<file path="config.mk">
export PLATFORM = sky130hd
export DESIGN_NAME = sat_counter
export DESIGN_NICKNAME = d
export VERILOG_FILES = /design/src/rtl/seq_chk_pkg.sv /design/src/rtl/sat_counter.sv
export SDC_FILE = /design/constraint.sdc
export NUM_CORES = 1
export LEC_CHECK = 0
export CORE_MARGIN = 2
export CORE_UTILIZATION = 51
export CTS_BUF_LIST = sky130_fd_sc_hd__clkbuf_2 sky130_fd_sc_hd__clkbuf_4 sky130_fd_sc_hd__clkbuf_8
export DETAILED_ROUTE_END_ITERATION = 10
export PLACE_DENSITY_LB_ADDON = 0.1
export SKIP_CTS_REPAIR_TIMING = 1
export SLEW_MARGIN = 20
export SYNTH_ARGS = -nofsm -noshare
export SYNTH_HDL_FRONTEND = slang
export SYNTH_SLANG_ARGS = --single-unit
</file>
<file path="constraint.sdc">
create_clock -name clk -period 1.75 [get_ports clk]
set_input_delay 0.2625 -clock clk [delete_from_list [all_inputs] [get_ports clk]]
set_output_delay 0.2625 -clock clk [all_outputs]
set_load 0.05 [all_outputs]
</file>
<file path="src/rtl/seq_chk_pkg.sv">
// Shared definitions for the sequence checker: FSM state encoding and
// error-counter width.
package seq_chk_pkg;

  typedef enum logic {
    StHunt   = 1'b0,
    StLocked = 1'b1
  } seq_state_e;

  localparam int unsigned ErrCountW = 16;

endpackage

</file>
<file path="src/rtl/sat_counter.sv">
// Saturating up-counter with synchronous clear; clear wins over increment.
module sat_counter
  import seq_chk_pkg::*;
#(
  parameter int unsigned Width = ErrCountW
) (
  input  logic             clk,
  input  logic             rst,
  input  logic             clr,
  input  logic             inc,
  output logic [Width-1:0] count
);

  logic [Width-1:0] count_d, count_q;

  always_comb begin
    count_d = count_q;
    if (clr) begin
      count_d = '0;
    end else if (inc && (count_q != {Width{1'b1}})) begin
      count_d = count_q + {{(Width-1){1'b0}}, 1'b1};
    end
  end

  always_ff @(posedge clk) begin
    if (rst) begin
      count_q <= '0;
    end else begin
      count_q <= count_d;
    end
  end

  assign count = count_q;

endmodule

</file>
# Yosys cells after proc, flatten, opt, wreduce, memory -nomap -nowiden
# Cells that the tools add are included.
[totals]
ff_bits = 16
output_inout_bits = 16
mem_bits_rw = 0
in_bits = 4
n_memories = 0
romBits = 0
latchBits = 0
[op_classes]
order_cmp = 0
div = 0
n_mul = 0
bitwise_logic = 0
n_shift = 0
reduce_logical = 2
muxes = 0
add_sub_neg = 1
n_eq_ne = 1
[ops]
columns = ["op", "count"]
rows = [
  ["16-bit by 1-bit adder with 16-bit output, second input constant", 1],
  ["16-bit inequality test, second input constant", 1],
  ["2-bit OR reduction", 1],
  ["1-bit logical AND", 1],
]

# Longest topological paths before layout
[logic_depth]
depth_word = 2
depth_mapped = 6
mapped_depth_nobuf = 5

# Worst setup path after synthesis
# No wires, ideal clock.
[synth_timing]
path_type = "reg2reg"
from = "register count_q[0], in the netlist count[0]"
to = "register count_q[12], in the netlist count[12]"
stages_incl_launch_ff = 7
t_required_ns = 1.659
setup_ns = 0.091
arrival_ns = 1.750
setup_slack_ns = -0.091
path_cell_list = "dfxtp_1 ha_1 and4_4 and3_1 buf_4 a31oi_1 a311oi_1"
[synth_between]
elab_chain_len = 2
word_cells_on_any_way = 3
[synth_lines]
columns = ["element", "line_no", "rtl"]
rows = [
  ["start, declared", "sat_counter.sv:14", "logic [Width-1:0] count_d, count_q;"],
  ["start signal, assigned", "sat_counter.sv:29", "count_q <= count_d;"],
  ["parallel branches: the longest is 2 deep, another holds 16-bit by 1-bit adder with 16-bit output", "-", ""],
]
# Parallel ways; which one is timed is not known.
# A chain may end at the register's enable or synchronous reset.

# Worst setup path after layout
[layout_timing]
from = "input inc"
to = "register count_q[9], in the netlist count[9]"
[layout_between]
elab_chain_len = 1
[layout_lines]
columns = ["element", "line_no", "rtl"]
rows = [
  ["start, declared", "sat_counter.sv:10", "input logic inc,"],
  ["1-bit logical AND", "sat_counter.sv:20", "end else if (inc && (count_q != {Width{1'b1}})) begin"],
]
# No other way between the ends.

==> flow_summary_export.csv <==
group,metric,value,unit
synth,synth.yosys.warnings,0,
placed_design,dpl-instance-area,1134,sq um
critical_path,cp_max_fo,6,
cells_and_area,finalNonFillerCells,155,
floorplan,io_pins,20,
timing,fin_crit,1.526,ns
grt,grt_usage,20.32,%
drt,routed_wl,2004,microns
cells_and_area,antenna-diode-count,0,
timing,clock_skew,0.003937,ns
worst_hold_path,worstHoldPathType,"reg -> reg",
floorplan,die_width,46.41,microns
drt,dr.pass1.iters,4,
grt,grt_pass1_wl,3146,microns
synth,async_flop_share,0,%
synth,syn_nets,107,
clock_tree,cts.path.max_buffers,2,
placed_design,dp_hpwl,1577,microns
critical_path,crit_family,"buffers and inverters",
job,drv_cap,0,
clock_tree,cts_buffers,3,
outcome,status,"finished, final reports clean",
synth,ys_top_cells_by_area,"dfxtp_1 35%, mux2i_1 6.5%, nand2_1 5.3%",
synth,yosysSeqAreaShare,34.92,%
synth,yosys.area.top_type,"dfxtp_1",
timing,setup_viol,0,
placed_design,dp_cells,151,
floorplan,coreArea,1708,sq um
critical_path,critPathArrivalTime,1.74,ns
synth,syn_area,917.1,sq um
critical_path,critPathBufInv,1,
drt,drc,0,
cells_and_area,synthToLayoutAreaGrowth,27.56,%
grt,grt_max_degree,12,
placed_design,gp_congestion,0.7682,
synth,synthDistinctLibCells,36,
synth,synth_ff_type,"dfxtp_1",
timing,finalCritPeriodShare,87.18,%
synth,synth_edf_count,0,
clock_tree,cts_root_buffer,"clkbuf_4",
critical_path,cpMaxStageDelayCell,"clkdlybuf4s50_1",
clock_tree,cts.clk_slew.worst_paths,0.10,ns
timing,hold_viol,0,
cells_and_area,finalInstanceArea,1170,sq um
power_and_ir_drop,p_leak,0.4735,nW
grt,antenna_found_initial,0,
critical_path,path_class,"in -> reg",
floorplan,die_area,2153,sq um
timing,fin_hold_ws,0.4950,ns
timing,tightestPinTransition,0.3935,ns
synth,yosysTopAreaCellShare,34.92,%
power_and_ir_drop,ir_worst_vdd,366.3,uV
cells_and_area,n_fill_cell,153,
placed_design,place_ws,-0.06721,ns
synth,ys_ff_latch,16,
critical_path,start_kind,"primary input",
synth,syn_area_per_cell,8.991,sq um
synth,syn_inst,102,
floorplan,die_h,46.41,microns
cells_and_area,drive_gt1_share,33.85,%
timing,slew_headroom,73.53,%
clock_tree,h-tree-depth,1,
power_and_ir_drop,p_per_area,565.0,nW/um^2
cells_and_area,multiInputGateArea,550.5,sq um
timing,rsz0062_at_grt,"no",
clock_tree,cts_tree,"done",
grt,grt_overflow,0,
cells_and_area,largest_register_ffs,16,
floorplan,rows,15,
drt,drt-wirelength-per-cell,12.93,microns
critical_path,cp_cell_sequence,"clkdlybuf4s50_1 -> and3_1 -> nand3_1 -> a211oi_1 -> mux2i_1",
grt,grt_pass1_vias,741,
floorplan,start_util,53.70,%
critical_path,required,1.97,ns
clock_tree,clkLatencyLatePin,0.29,ns
critical_path,crit_path_end_kind,"flop",
timing,report.final.slew_viol_count,0,
timing,timing.fmax,655.5,MHz
drt,via_count,891,
cells_and_area,seqCellArea,322.8,sq um
clock_tree,clock-sinks,16,
drt,dr.first_iter.drc_count,12,
drt,ant_nets,0,
drt,via_per_inst,5.748,
critical_path,cpPeakStageDelay,0.53,ns
timing,worst_slack,0.2244,ns
placed_design,port_buffers,19,
cells_and_area,nets,136,
power_and_ir_drop,total_power,0.6610,mW
worst reg2reg max path, stage by stage, from the launching register on:
cell      delay, ns
dfxtp_2        0.38
ha_1           0.20
and4_4         0.25
and3_1         0.27
a31oi_1        0.11
a311oi_1       0.23
cells by family (layout without fill, tap and decap cells):
family                   Yosys count  count (layout)  synth area share, %
AND/OR/NAND/NOR                   46              46                31.51
AO/OA/AOI/OAI                     27              27                20.60
flip-flops                        16              16                34.93
multiplexers                       6               6                6.549
buffers and inverters              6              34                5.047
adder cells (fa/ha/maj)            1               1                1.364
report_power, final:
part	leakage, nW	internal [mW]	total, mW	switching, mW
clock network	0.0210	0.127	0.248	0.121
registers	0.130	0.366	0.368	0.00211
logic	0.323	0.0223	0.0451	0.0229
total	0.474	0.515	0.661	0.146
worst paths after layout:
path	startpoint	endpoint	slack, ns	cells after the start
setup / recovery	inc	count[9]	0.22	5
hold / removal	count[1]	count[1]	0.50	2
setup reg to reg	count[0]	count[12]	0.24	5
hold reg to reg	count[1]	count[1]	0.50	2
cell usage after synthesis, types with 2 or more instances:
cell type  number
and3_1          3
and2_2          2
and3_4          2
nand4_1         3
a31oi_1         4
nor2_1          2
or3_1           4
or3_2           3
nand2_1        13
o21ai_1         2
buf_6           2
dfxtp_1        16
o21ai_0         4
and2_1          2
mux2i_1         6
nor3_1          2
nand3_1         5
a2111o_1        2
a211oi_1        3
a21oi_1         6
per-stage QoR:
step,TNS [ns],utilization (%)
final,0,68.50
after global routing,0,68.50
after CTS,0,68.50
after detailed placement,-0.1804,66.37
after global placement,0,66.37
after floorplan,0,-
per-layer routing:
metal	global-route usage (%)	vias up	wire, microns
met2	37.78	22	1039
met3	2.353	4	72
li1	-	447	-
met1	23.57	418	873
met5	0	-	0
met4	6.857	0	19
cells in the final DEF (no fill, tap or decap), types with 2 or more instances in the layout:
cell             Yosys  layout
clkbuf_4             0       3
o21ai_0              4       4
a211oi_1             3       3
or3_2                3       3
o21ai_1              2       2
and3_4               2       2
a21oi_1              6       6
and3_1               3       3
a31oi_1              4       4
dfxtp_2              0       2
nand2_1             13      13
nor3_1               2       2
buf_4                1      26
a2111o_1             2       2
and2_2               2       2
or3_1                4       4
nand3_1              5       5
clkdlybuf4s50_1      0       3
dfxtp_1             16      14
and2_1               2       2
nand4_1              3       3
nor2_1               2       2
mux2i_1              6       6
area by class of cell:
cell class | instances | area share [%]
multi-input combinational | 80 | 47.06
sequential | 16 | 27.59
timing repair buffer | 29 | 19.25
clock buffer | 4 | 3.102
tap | 25 | 2.674
inverter | 1 | 0.3209
No activity file was read; power rests on OpenSTA's default activity.
